[config.mk]
export PLATFORM = sky130hd
export DESIGN_NAME = serial_sub_4bit
export DESIGN_NICKNAME = d
export VERILOG_FILES = /design/src/rtl/serial_sub_4bit.sv
export SDC_FILE = /design/constraint.sdc
export NUM_CORES = 1
export LEC_CHECK = 0
export ABC_AREA = 0
export CAP_MARGIN = 20
export CORE_MARGIN = 5
export CORE_UTILIZATION = 39
export CTS_BUF_LIST = sky130_fd_sc_hd__clkbuf_2
export CTS_CLUSTER_DIAMETER = 50
export DETAILED_ROUTE_END_ITERATION = 16
export GPL_TIMING_DRIVEN = 0
export MAX_ROUTING_LAYER = met4
export PLACE_DENSITY = 0.73
export SLEW_MARGIN = 20
export SYNTH_ARGS = -nofsm -noshare
export SYNTH_HDL_FRONTEND = slang
export SYNTH_SLANG_ARGS = --single-unit
[constraint.sdc]
create_clock -name clk -period 2.98 [get_ports clk]
set_input_delay 0.596 -clock clk [delete_from_list [all_inputs] [get_ports clk]]
set_output_delay 0.596 -clock clk [all_outputs]
set_load 0.005 [all_outputs]
[src/rtl/serial_sub_4bit.sv]
`default_nettype none
// ============================================================================
// serial_sub_4bit : bit-serial ina - inb - borrow_in, LSB first, valid/ready.
// Optional SERIAL_SUB_OVF_EN adds the signed overflow_out port. Rev 1.0
// ============================================================================
module serial_sub_4bit #(
  parameter int WIDTH = 4
) (
  input  logic             clk,
  input  logic             rst,
  input  logic             in_valid,
  output logic             in_ready,
  input  logic [WIDTH-1:0] ina,
  input  logic [WIDTH-1:0] inb,
  input  logic             borrow_in,
  output logic             out_valid,
  input  logic             out_ready,
  output logic [WIDTH-1:0] diff_out,
`ifdef SERIAL_SUB_OVF_EN
  output logic             overflow_out,
`endif
  output logic             borrow_out
);

  localparam int CW = (WIDTH > 1) ? $clog2(WIDTH) : 1;
  localparam logic [CW-1:0] C_LAST = CW'(WIDTH - 1);

  typedef enum logic [1:0] {
    S_IDLE = 2'd0,
    S_RUN  = 2'd1,
    S_DONE = 2'd2
  } state_t;

  state_t           r_state;
  state_t           w_state_next;
  logic [WIDTH-1:0] r_a;
  logic [WIDTH-1:0] r_b;
  logic             r_br;
  logic [CW-1:0]    r_cnt;
  logic [WIDTH-1:0] r_res;
  logic             w_a_bit;
  logic             w_b_bit;
  logic             w_d;
  logic             w_br_next;
  logic             w_accept;
  logic             w_last;

  always_ff @(posedge clk) begin
    if (rst) begin
      r_state <= S_IDLE;
    end else begin
      r_state <= w_state_next;
    end
  end

  always_comb begin
    w_state_next = r_state;
    case (r_state)
      S_IDLE:  if (in_valid)  w_state_next = S_RUN;
      S_RUN:   if (w_last)    w_state_next = S_DONE;
      S_DONE:  if (out_ready) w_state_next = S_IDLE;
      default: w_state_next = S_IDLE;
    endcase
  end

  assign in_ready  = (r_state == S_IDLE);
  assign out_valid = (r_state == S_DONE);
  assign w_accept  = in_ready && in_valid;
  assign w_last    = (r_cnt == C_LAST);

  assign w_a_bit   = r_a[r_cnt];
  assign w_b_bit   = r_b[r_cnt];
  assign w_d       = w_a_bit ^ w_b_bit ^ r_br;
  assign w_br_next = (~w_a_bit & w_b_bit) | (~w_a_bit & r_br) | (w_b_bit & r_br);

  // r_res accumulates privately so diff_out only changes when DONE is entered.
  always_ff @(posedge clk) begin
    if (rst) begin
      r_a        <= '0;
      r_b        <= '0;
      r_br       <= 1'b0;
      r_cnt      <= '0;
      r_res      <= '0;
      diff_out   <= '0;
      borrow_out <= 1'b0;
`ifdef SERIAL_SUB_OVF_EN
      overflow_out <= 1'b0;
`endif
    end else if (w_accept) begin
      r_a   <= ina;
      r_b   <= inb;
      r_br  <= borrow_in;
      r_cnt <= '0;
      r_res <= '0;
    end else if (r_state == S_RUN) begin
      r_br  <= w_br_next;
      r_res <= {w_d, r_res[WIDTH-1:1]};
      if (w_last) begin
        diff_out   <= {w_d, r_res[WIDTH-1:1]};
        borrow_out <= w_br_next;
`ifdef SERIAL_SUB_OVF_EN
        overflow_out <= (r_a[WIDTH-1] != r_b[WIDTH-1]) && (w_d != r_a[WIDTH-1]);
`endif
      end else begin
        r_cnt <= r_cnt + CW'(1);
      end
    end
  end

endmodule
`default_nettype wire

# Word level (Yosys, flattened, before mapping)
# Cells that the tools add are included.
# totals
reg_bits,22
output_inout_bits,7
input_bits,13
# op_classes
n_bitwise,10
n_eq_ne,6
addsub,1
order_cmp,1
mux,10
n_reduce_logical,7
# op_table
op,n
$mux W2,3
$pmux W2 S3,1
$reduce_and A3 Y1,2
$bmux W1 S2,2
$eq A2 B2 Y1 const B,2
$mux W1,4
$ne A2 B2 Y1 const B,2
$and A1 B1 Y1,3
$lt A2 B3 Y1 const B,1
$not A1 Y1,3
$add A2 B1 Y2 const B,1
$eq A2 B1 Y1 const B,1
$logic_not A2 Y1,1
$ne A2 B1 Y1 const B,1
$or A1 B1 Y1,2
$reduce_and A2 Y1,1
$reduce_bool A2 Y1,1
$reduce_or A2 Y1,1
$xor A1 B1 Y1,2
$logic_and A1 B1 Y1,1

# Logic depth before layout (Yosys ltp)
# Gate-level depths: netlist of run 1.
# depth
ltp_word,8
ltp_mapped,5
ltp_nobuf,5

# Worst setup path before layout of run 1
# OpenSTA, ideal clock, no wires.
# synth_path
path_type,reg2reg
startpoint,register r_cnt[0]
endpoint,register r_br
slack_ns,1.148
path_stages_with_launch,5
n_path_buf,0
arrival_ns,1.718
period_less_slack_ns,1.832
path_cell_list,dfxtp_1 mux4_2 fa_1 mux2_2 o21a_1
# synth_via
elab_chain_len,8
word_cells_on_any_way,12
cone_classes,6 x mux; 6 x bitwise
# synth_lines
item,line,rtl
"start, declared",39,logic [CW-1:0] r_cnt;
"start signal, assigned",105,r_cnt <= r_cnt + CW'(1);
$bmux W1 S2,71,assign w_a_bit = r_a[r_cnt];
$mux W1 (not written as such),71,
$not A1 Y1,74,assign w_br_next = (~w_a_bit & w_b_bit) | (~w_a_bit & r_br) | (w_b_bit & r_br);
$and A1 B1 Y1,74,
$or A1 B1 Y1,74,
$or A1 B1 Y1 (*),74,
named net w_br_next,44,logic w_br_next;
$mux W1 (*),95,end else if (r_state == S_RUN) begin
$mux W1 (*),89,end else if (w_accept) begin
"end signal, assigned",92,r_br <= borrow_in;
"end signal, assigned",96,r_br <= w_br_next;
"end, declared",38,logic r_br;
# The timed path passes the listed nets; every way through them passes the cells marked *. The select of a mux whose other input is x is not followed.
# A chain may end at the register's enable or synchronous reset.

# Final worst setup path of run 1
# layout_path
startpoint,register r_state[1]
endpoint,output out_valid
# layout_via
elab_chain_len,1
# layout_lines
item,line,rtl
"start, declared",34,state_t r_state;
"start signal, assigned",52,r_state <= w_state_next;
$eq A2 B2 Y1,67,assign out_valid = (r_state == S_DONE);
"end, declared",16,"output logic out_valid,"
# Every way passes these cells.

==> results by group, run 1 <==
Outcome
  – Status: completed

Logic synthesis
  – Seq/Total Area, Yosys: about 47%
  – Flops & latches, synth: 21
  – Yosys top cell area share: between 40 and 50%
  – Top_reg_cell synth: dfxtp_1
  – Syn Nets: roughly 100
  – Syn avg cell area: 10.3 um^2
  – Async set-or-reset flop fraction in the synthesized netlist: 0%
  – Mux cell area share after synthesis: 18.7%
  – Cell Area, Synth: 890 um^2
  – Warnings from Yosys: 0
  – Largest family of logic cells by synthesized area: multiplexers
  – Adder-Cell Fraction of Synth Area: about 3.7%
  – Synth unique cells: 25
  – Synthesized instance count: between 80 and 90
  – Post-Synth XOR/XNOR Area: 0.985%
  – Top area cells in the synthesized netlist: dfxtp_1 47%, mux2i_1 12%, nor2_1 6.8%
  – Synth area leader: dfxtp_1
  – Simple-Gate Fraction of Synth Area: around 18%
  – Complex-gate fraction of the synthesized area: ~7.0%
  – EDFF count, synth: 0

Worst setup path
  – Worst path bufs/invs: 1
  – Critical Path Source Type: flop
  – Crit path max-delay family: flip-flops
  – Critical-path top delay cell: dfxtp_1
  – R2R Path Start: r_cnt[0]$_SDFFE_PP0P_
  – Critical Path AT: 1.52 ns
  – CP peak stage delay: roughly 0.5 ns
  – Crit-path max FO: 6
  – CP endpoint kind: output port
  – Cell Chain, Critical Path: and2b_1 -> clkdlybuf4s50_1
  – Crit Path Category: flop to output port
  – Data required, critical path: approximately 2.4 ns
  – Critical Path Start: r_state[1]$_SDFFE_PP0P_

Drt
  – Residual DRC count: 0
  – Via count: between 600 and 700
  – Final ANT Viol Nets: 0
  – Mean routed wirelength per cell: between 10 and 15 um
  – Drt pass-1 iters: 3
  – Drt total wl: 1640 um
  – Number of vias per cell: a little under 5
  – DRT iter0 DRCs: 5

Clocking
  – CTS tree: done
  – Clock slew at reported path FFs: roughly 0.22 ns
  – Clk buf depth: 2
  – Setup bufs post-CTS: 0
  – CTS resizes: 0
  – Worst skew pair latency: around 0.35 ns
  – Sink Count: 21
  – Root buffer cell: clkbuf_2
  – H-tree depth: 1
  – Hold-fix buffer count after cts: 0
  – Total CTS buffers: 3

Floorplanning
  – Die height: 57.8 um
  – Die W: around 58 um
  – Initial core utilization: a little over 40%
  – Std-Cell Rows: 17
  – I/O pin total: 20
  – Core ar.: around 2200 um^2
  – Die area: 3340 um^2

Placed design
  – Cells after DPL: 132
  – I/O Buffers: 18
  – GPL Wtd Cong: 0.720
  – Area after DPL: around 1100 um^2
  – DPL Wire Length: between 1000 and 1500 um

Timing
  – Final-report hold violation count: 0
  – Count of final setup violators: 0
  – Worst-Margin Slew: between 0.5 and 0.6 ns
  – Max-slew violations: 0
  – Clock Skew: ~0.027 ns
  – Post-route clock period utilization: a little under three quarters
  – RSZ-0062 raised after global routing: no
  – Highest Clock Rate: between 400 and 500 MHz
  – Time the worst path needs with I/O delays and setup: about 2.1 ns
  – Slew headroom: roughly 66%
  – Setup TNS: 0 ns

GRT
  – Busiest layer in global routing: met2
  – GR Layer Usage met2: about a fifth
  – GR Util met3: between 4 and 5%
  – Pin count of the biggest net entering global routing: 13
  – Remaining global-route overflow: 0
  – Gr usage total: between 10% and 20%
  – Vias in the first global route: 639
  – Antenna violations before repair: 0
  – First-pass GRT wire length: ~2800 um
  – Met1 Use GR: 12.2%

Finish
  – Finished Layout Cells: between 100 and 150
  – Layout cells sized above 1: about an eighth
  – Fillcell total: approximately 220
  – Area growth syn-to-layout: 26.4%
  – Antenna diodes: 0
  – Design area: about 1100 um^2
  – Core Util, Final: between 50% and 60%
  – Commonest non-fill, non-tap cell in the layout: dfxtp_1
  – Most frequent cells in the layout: 21 x dfxtp_1, 18 x clkdlybuf4s50_1, 16 x nor2_1, 11 x mux2i_1, 6 x a21oi_1
  – Post-layout nets: approximately 120

Min path
  – Worst hold path class: flop to flop
  – Min-delay src: borrow_out$_SDFFE_PP0P_

Power and ir drop
  – Pwr/cell area: around 450 nW/um^2
  – Final Power: around 500 uW
  – VDD IR max: about 0.33 mV
  – Leakage power total: 0.432 nW

Flow run
  – Max Cap Viol: 0
flip-flops by register name (all words and copies together) (netlist names):
name and flops:
r_b 4, r_res 3, r_cnt 2, r_br 1
diff_out 4, borrow_out 1, r_state 2, r_a 4
logic make-up (layout without fill, tap and decap cells):
kind of cell / count (synthesis) / in the layout
and+or+nand+nor: 31 / 31
AOI/OAI and AO/OA: 10 / 10
muxes: 14 / 14
buffers and inverters: 7 / 29
adders and majority gates: 2 / 2
xor gates and xnor gates: 1 / 1
DFF: 21 / 21
final timing paths:
check	to	cells after the start	slack [ns]
hold reg to reg	borrow_out$_SDFFE_PP0P_	2	0.47
setup / recovery	out_valid	2	0.86
setup reg to reg	r_br$_SDFFE_PP0P_	4	0.98
hold / removal	borrow_out$_SDFFE_PP0P_	2	0.47
layer usage:
layer,vias to the layer above,wire [um]
met5,-,0
met4,0,27
met3,5,129
met2,19,760
met1,293,722
li1,337,-
area by class of cell:
| type | count | area (um^2) | share of cell area [%] |
|---|---|---|---|
| multi-input cells | 58 | 427 | 37.9 |
| flip-flops and latches | 21 | 420 | 37.4 |
| repair buffers | 18 | 180 | 16.0 |
| plain buffers | 5 | 35.0 | 3.11 |
| well taps | 28 | 35.0 | 3.11 |
| clock buffers | 3 | 15.0 | 1.33 |
| inverters | 2 | 7.51 | 0.667 |
| clock inverters | 1 | 5.00 | 0.445 |
power breakdown:
part | total, mW | switching [mW] | internal [mW] | leakage, nW
clock | 0.121 | 0.0906 | 0.0304 | 0.0164
sequential | 0.302 | 0.00900 | 0.293 | 0.171
combinational | 0.0774 | 0.0317 | 0.0458 | 0.244
total | 0.501 | 0.131 | 0.370 | 0.432
synthesized netlist by cell type (2+ instances only):
| master | count |
|---|---|
| a21oi_1 | 6 |
| inv_1 | 2 |
| dfxtp_1 | 21 |
| nand2_1 | 4 |
| mux4_2 | 2 |
| clkbuf_1 | 2 |
| nor2_1 | 16 |
| nor3b_2 | 2 |
| nand3_1 | 4 |
| mux2i_1 | 11 |
| buf_6 | 2 |
metrics by stage:
step / setup WS, ns / hold WS, ns
global placement: 1.03 / 0.442
CTS: 0.842 / 0.472
global route: 0.750 / 0.492
detailed placement: 1.01 / 0.448
floorplan: 1.15 / 0.443
finish: 0.861 / 0.467
worst reg2reg max path, cell delays in order (launching register included):
cell	delay [ns]
dfxtp_1	0.49
mux4_2	0.55
fa_1	0.42
mux2_2	0.28
o21a_1	0.16
Power figures use the tool's default switching activity.
==> run 2, diff against run 1 <==
PLACE_DENSITY = 0.76   (was 0.73)
clock period = 1.7 ns   (was 2.98 ns; I/O delays follow)
==> run 2 against run 1 <==
Effect of this change:
- combinational power is 110% higher
- sequential share of layout area is 1.1 points lower
- via count is 2.3% higher
- wire length is 3.4% higher
- power is 79% higher
- die area stayed put
- final cell count is 2.9% higher
- the flow now finishes with violations (negative setup slack)
- critical path depth is 2 higher
- critical path type is now flop to flop
- final area is 5.7% higher
- hold slack worse by 0.11 ns
- setup slack worse by 0.94 ns
==> results by group, run 2 (synthesis gave the netlist of run 1 again) <==
Outcome
  – Status: finished, violations left (was completed)
  – Violated checks: negative setup slack

Clocking
  – Clock slew at reported path FFs: 0.19 ns (was 0.22 ns)
  – Root buffer cell: clkbuf_2 (unchanged)
  – CTS tree: done (unchanged)
  – Sink Count: 21 (unchanged)
  – Clk buf depth: 2 (unchanged)
  – Worst skew pair latency: 0.32 ns (was 0.35 ns)
  – H-tree depth: 1 (unchanged)
  – Total CTS buffers: 3 (unchanged)

Drt
  – Drt total wl: 1700 um (was 1640 um)
  – Drt pass-1 iters: 4 (was 3)
  – Residual DRC count: 0 (unchanged)
  – Final ANT Viol Nets: 0 (unchanged)
  – Via count: 669 (was 654)
  – DRT iter0 DRCs: 5 (unchanged)
  – Mean routed wirelength per cell: 12.1 um (about the same)
  – Number of vias per cell: 4.78 (was 4.81)

Timing
  – RSZ-0062 raised after global routing: yes (was no)
  – Max-slew violations: 0 (unchanged)
  – Worst-Margin Slew: 0.451 ns (was 0.508 ns)
  – Final WS setup: -0.0766 ns (was 0.861 ns)
  – Count of final setup violators: 2 (was 0)
  – Clock Skew: 0.00521 ns (was 0.0274 ns)
  – Time the worst path needs with I/O delays and setup: about 1.8 ns
  – Highest Clock Rate: around 560 MHz
  – Post-route clock period utilization: 105%
  – Final-report hold violation count: 0 (unchanged)
  – Slew headroom: 69.9% (was 66.1%)

Finish
  – Layout cells sized above 1: 22.3% (was 13.0%)
  – Biggest regs: diff_out x4, r_a x4, r_b x4 (unchanged)
  – Antenna diodes: 0 (unchanged)
  – Finished Layout Cells: 140 (was 136)
  – Core Util, Final: 54.3% (was 51.3%)
  – Area growth syn-to-layout: 33.6% (was 26.4%)
  – Commonest non-fill, non-tap cell in the layout: dfxtp_1 (unchanged)
  – Most frequent cells in the layout: 18 x dfxtp_1, 16 x nor2_1, 16 x clkdlybuf4s50_1, 11 x mux2i_1, 6 x a21oi_1 (was 21 x dfxtp_1, 18 x clkdlybuf4s50_1, 16 x nor2_1, 11 x mux2i_1, 6 x a21oi_1)
  – Fillcell total: 206 (was 219)
  – Post-layout nets: 128 (was 124)

Worst setup path
  – CP endpoint kind: flop (was output port)
  – Critical Path Source Type: flop (unchanged)
  – Crit-path max FO: 3 (was 6)
  – Critical Path AT: 2.02 ns (was 1.52 ns)
  – Crit Path Category: flop to flop (was flop to output port)
  – Data required, critical path: 1.94 ns (was 2.38 ns)

GRT
  – First-pass GRT wire length: 2860 um (was 2820 um)
  – Pin count of the biggest net entering global routing: 12 (was 13)
  – Gr usage total: 11.4% (was 11.6%)
  – Vias in the first global route: 649 (was 639)
  – Remaining global-route overflow: 0 (unchanged)
  – Antenna violations before repair: 0 (unchanged)

Floorplanning
  – Die W: 57.8 um (unchanged)
  – Core ar.: 2190 um^2 (unchanged)
  – Std-Cell Rows: 17 (unchanged)
  – Initial core utilization: 40.6% (unchanged)
  – Die height: 57.8 um (unchanged)
  – I/O pin total: 20 (unchanged)
  – Die area: 3340 um^2 (unchanged)

Placed design
  – Cells after DPL: 132 (unchanged)
  – I/O Buffers: 18 (unchanged)
  – GPL Wtd Cong: 0.731 (was 0.720)
  – DPL Wire Length: 1300 um (was 1260 um)

Power and ir drop
  – Pwr/cell area: 755 nW/um^2 (was 445 nW/um^2)
  – Leakage power total: 0.482 nW (was 0.432 nW)
  – VDD IR max: 0.599 mV (was 0.327 mV)

Flow run
  – Max Cap Viol: 0 (unchanged)

Min path
  – Worst hold path class: input pin to flop (was flop to flop)
[run 2: cell types whose count changed in the layout (fill, tap and decap cells not counted), sizes merged]
cell	change
clkdlybuf4s50	-2
dlymetal6s2s	+2
buf	+4
clkinv	-1
clkbuf	+1
[run 2: final timing paths]
path,startpoint,end,slack (ns),cells after the start
min reg2reg,borrow_out$_SDFFE_PP0P_,borrow_out$_SDFFE_PP0P_,0.47,2
min,rst,borrow_out$_SDFFE_PP0P_,0.36,2
max reg2reg,r_cnt[0]$_SDFFE_PP0P_,r_br$_SDFFE_PP0P_,-0.08,4
max,r_cnt[0]$_SDFFE_PP0P_,r_br$_SDFFE_PP0P_,-0.08,4
[run 2: final cells by class]
class | instances | area [um^2] | area share, %
flip-flops and latches | 21 | 432 | 36.3
repair buffers | 22 | 215 | 18.1
clock buffers | 4 | 20.0 | 1.68
inverters | 2 | 7.51 | 0.632
well taps | 28 | 35.0 | 2.95
plain buffers | 5 | 35.0 | 2.95
multi-input cells | 58 | 444 | 37.4
[run 2: power breakdown]
| part | switching (mW) | internal, mW |
|---|---|---|
| Combinational | 0.0654 | 0.0940 |
| Clock | 0.150 | 0.0623 |
| Sequential | 0.0140 | 0.512 |
| Total | 0.229 | 0.668 |
[run 2: layer usage]
metal / share of wire, % / up-vias / GRT usage, %
met5: 0 / - / -
met4: 0 / 0 / 1.99
met3: 6.1 / 0 / 4.68
met2: 50 / 20 / 18.9
met1: 44 / 303 / 13.1
li1: - / 346 / -
[run 2: stage by stage]
stage | setup slack, ns | setup TNS [ns] | total power, mW | hold slack (ns) | cell area, um^2
6_report | -0.0766 | -0.0995 | 0.897 | 0.361 | 1190
5_1_grt | -0.142 | -0.368 | 0.948 | 0.385 | 1190
4_1_cts | -0.0937 | -0.232 | 0.910 | 0.349 | 1160
3_5_place_dp | -0.100 | -0.178 | 0.680 | 0.448 | 1110
3_3_place_gp | -0.0765 | -0.0765 | 0.674 | 0.442 | 1110
2_1_floorplan | -0.0211 | -0.0211 | 0.629 | 0.443 | 896
[run 2: timing repair]
item                                    CTS  global route
resized for setup                         6             4
endpoints found under the setup margin    5             6
hold buffers                              0             0
setup buffers                             2             2
[run 2: worst max-delay path, cell delays in order (launching register included)]
cell	delay, ns
dfxtp_4	0.41
mux4_2	0.52
fa_2	0.35
mux2_4	0.26
o21a_1	0.16
==> run 3, diff against run 2 <==
SETUP_SLACK_MARGIN = 0.5   (was unset)
==> run 3 against run 2 <==
Effect of this change:
- the run still ends with negative setup slack left
- wire length is 27% higher
- hold slack better by 0.025 ns
- sequential share of layout area is 4.4 points lower
- largest cell class unchanged
- largest power group unchanged
==> results by group, run 3 (synthesis gave the netlist of run 1 again) <==
Placed design
  – DPL Wire Length: 1290 um (was 1300 um)
  – GPL Wtd Cong: 0.689 (was 0.731)
  – I/O Buffers: 18 (unchanged)
  – Area after DPL: 1120 um^2 (was 1110 um^2)
  – Pre-CTS setup slack: -0.0769 ns (was -0.100 ns)

Min path
  – WHS Endpoint: r_state[1]$_SDFFE_PP0P_ (was borrow_out$_SDFFE_PP0P_)
  – Hold Crit Depth: 2 (unchanged)
  – Min-delay src: rst (unchanged)
  – Worst hold path class: input pin to flop (unchanged)

Worst setup path
  – CP endpoint kind: flop (unchanged)
  – Crit Path Category: flop to flop (unchanged)
  – Crit-path max FO: 3 (unchanged)
  – R2R Path Start: r_cnt[0]$_SDFFE_PP0P_ (unchanged)
  – Critical Path AT: 2.06 ns (was 2.02 ns)
  – Data required, critical path: 1.93 ns (was 1.94 ns)
  – Worst r2r path cells: 4 (unchanged)
  – R2R Path End: r_br$_SDFFE_PP0P_ (unchanged)
  – Reg-to-reg slack, setup: -0.13 ns (was -0.08 ns)
  – Critical Path Source Type: flop (unchanged)

Flow run
  – Max Cap Viol: 0 (unchanged)

Finish
  – Core Util, Final: 62.8% (was 54.3%)
  – Biggest regs: diff_out x4, r_a x4, r_b x4 (unchanged)
  – Fillcell total: 175 (was 206)
  – Design area: 1380 um^2 (was 1190 um^2)
  – Area growth syn-to-layout: 54.7% (was 33.6%)
  – Antenna diodes: 0 (unchanged)
  – Post-layout nets: 145 (was 128)
  – Most frequent cells in the layout: 12 x buf_6, 12 x nor2_1, 12 x buf_4, 12 x dfxtp_1, 11 x clkdlybuf4s50_1 (was 18 x dfxtp_1, 16 x nor2_1, 16 x clkdlybuf4s50_1, 11 x mux2i_1, 6 x a21oi_1)
  – Layout cells sized above 1: 50.4% (was 22.3%)

Clocking
  – CTS tree: done (unchanged)
  – Hold-fix buffer count after cts: 0 (unchanged)
  – H-tree depth: 1 (unchanged)
  – Sink Count: 21 (unchanged)
  – Worst skew pair latency: 0.31 ns (was 0.32 ns)
  – Clk buf depth: 2 (unchanged)
  – Root buffer cell: clkbuf_2 (unchanged)
  – Clock slew at reported path FFs: 0.18 ns (was 0.19 ns)
  – Total CTS buffers: 3 (unchanged)

Timing
  – Slew headroom: 65.7% (was 69.9%)
  – Count of final setup violators: 3 (was 2)
  – Clock Skew: 0.00257 ns (was 0.00521 ns)
  – Setup TNS: -0.210 ns (was -0.0995 ns)
  – Time the worst path needs with I/O delays and setup: 1.83 ns (was 1.78 ns)
  – RSZ-0062 raised after global routing: yes (unchanged)
  – Highest Clock Rate: 546 MHz (was 563 MHz)
  – Max-slew violations: 0 (unchanged)
  – Final WS setup: -0.131 ns (was -0.0766 ns)
  – Final-report hold violation count: 0 (unchanged)
  – Post-route clock period utilization: 108% (was 105%)
  – Worst-Margin Slew: 0.514 ns (was 0.451 ns)

Drt
  – Drt pass-1 iters: 4 (unchanged)
  – DRT iter0 DRCs: 3 (was 5)
  – Residual DRC count: 0 (unchanged)
  – Number of vias per cell: 4.87 (was 4.78)
  – Final ANT Viol Nets: 0 (unchanged)
  – Mean routed wirelength per cell: 13.7 um (was 12.1 um)
  – Via count: 765 (was 669)
  – Drt total wl: 2150 um (was 1700 um)

Outcome
  – Status: finished, violations left (unchanged)
  – Violated checks: negative setup slack (unchanged)

Floorplanning
  – Die area: 3340 um^2 (unchanged)
  – Die W: 57.8 um (unchanged)
  – Core ar.: 2190 um^2 (unchanged)
  – Die height: 57.8 um (unchanged)
  – Initial core utilization: 40.6% (unchanged)
  – I/O pin total: 20 (unchanged)
  – Std-Cell Rows: 17 (unchanged)

GRT
  – Gr usage total: 12.9% (was 11.4%)
  – Vias in the first global route: 758 (was 649)
  – Antenna violations before repair: 0 (unchanged)
  – First-pass GRT wire length: 3270 um (was 2860 um)
  – Remaining global-route overflow: 0 (unchanged)
  – Pin count of the biggest net entering global routing: 12 (unchanged)

Power and ir drop
  – Leakage power total: 0.567 nW (was 0.482 nW)
  – VDD IR max: 0.494 mV (was 0.599 mV)
  – Pwr/cell area: 686 nW/um^2 (was 755 nW/um^2)
  – Final Power: 945 uW (was 897 uW)
## run 3: cell types whose count changed in the layout (fill, tap and decap cells not counted), sizes merged
cell           delta
buf              +24
clkdlybuf4s50     -5
dlymetal6s2s      -2
## run 3: power by group
group	switching, mW	internal, mW
combinational	0.0821	0.129
sequential	0.0165	0.512
clock	0.142	0.0623
total	0.241	0.704
## run 3: layout make-up
cell class / instances / area [um^2] / area share [%]
Inverter: 2 / 7.51 / 0.545
Timing Repair Buffer: 39 / 337 / 24.5
Clock buffer: 4 / 20.0 / 1.45
Multi-Input combinational cell: 58 / 497 / 36.1
Sequential cell: 21 / 439 / 31.9
Buffer: 5 / 41.3 / 3.00
Tap cell: 28 / 35.0 / 2.55
## run 3: how the worst max path moves through the flow
stage | end | cells after the start | start | slack (ns)
after detailed placement | r_br$_SDFFE_PP0P_ | 4 | r_cnt[0]$_SDFFE_PP0P_ | -0.08
final | r_br$_SDFFE_PP0P_ | 4 | r_cnt[0]$_SDFFE_PP0P_ | -0.13
after floorplan | r_br$_SDFFE_PP0P_ | 4 | r_cnt[0]$_SDFFE_PP0P_ | -0.02
after global routing | r_br$_SDFFE_PP0P_ | 4 | r_cnt[0]$_SDFFE_PP0P_ | -0.14
after global placement | r_br$_SDFFE_PP0P_ | 4 | r_cnt[0]$_SDFFE_PP0P_ | -0.07
after CTS | r_br$_SDFFE_PP0P_ | 4 | r_cnt[0]$_SDFFE_PP0P_ | -0.07
## run 3: worst max-delay path, cell delays in order (launching register included)
cell and delay, ns:
dfxtp_4 0.41, mux4_2 0.52, fa_2 0.38, mux2_2 0.28, o21a_1 0.16
## run 3: per-stage QoR
step / cells / hold WS [ns]
5_1_grt: 157 / 0.402
6_report: 157 / 0.385
3_3_place_gp: 132 / 0.442
3_5_place_dp: 132 / 0.450
2_1_floorplan: 86 / 0.443
4_1_cts: 149 / 0.366
## run 3: timing repair
item / CTS / global route
setup buffers: 11 / 8
setup endpoints to repair: 26 / 23
gates resized for setup: 47 / 18
endpoints found under the hold margin: 0 / 0
cloned: 2 / 0
pin swaps: 12 / 11
## run 3: layer usage
layer,part of all wire [%],GRT usage [%]
met4,1.8,1.99
met1,37,11.8
met2,54,25.0
met5,0,-
met3,6.5,5.35
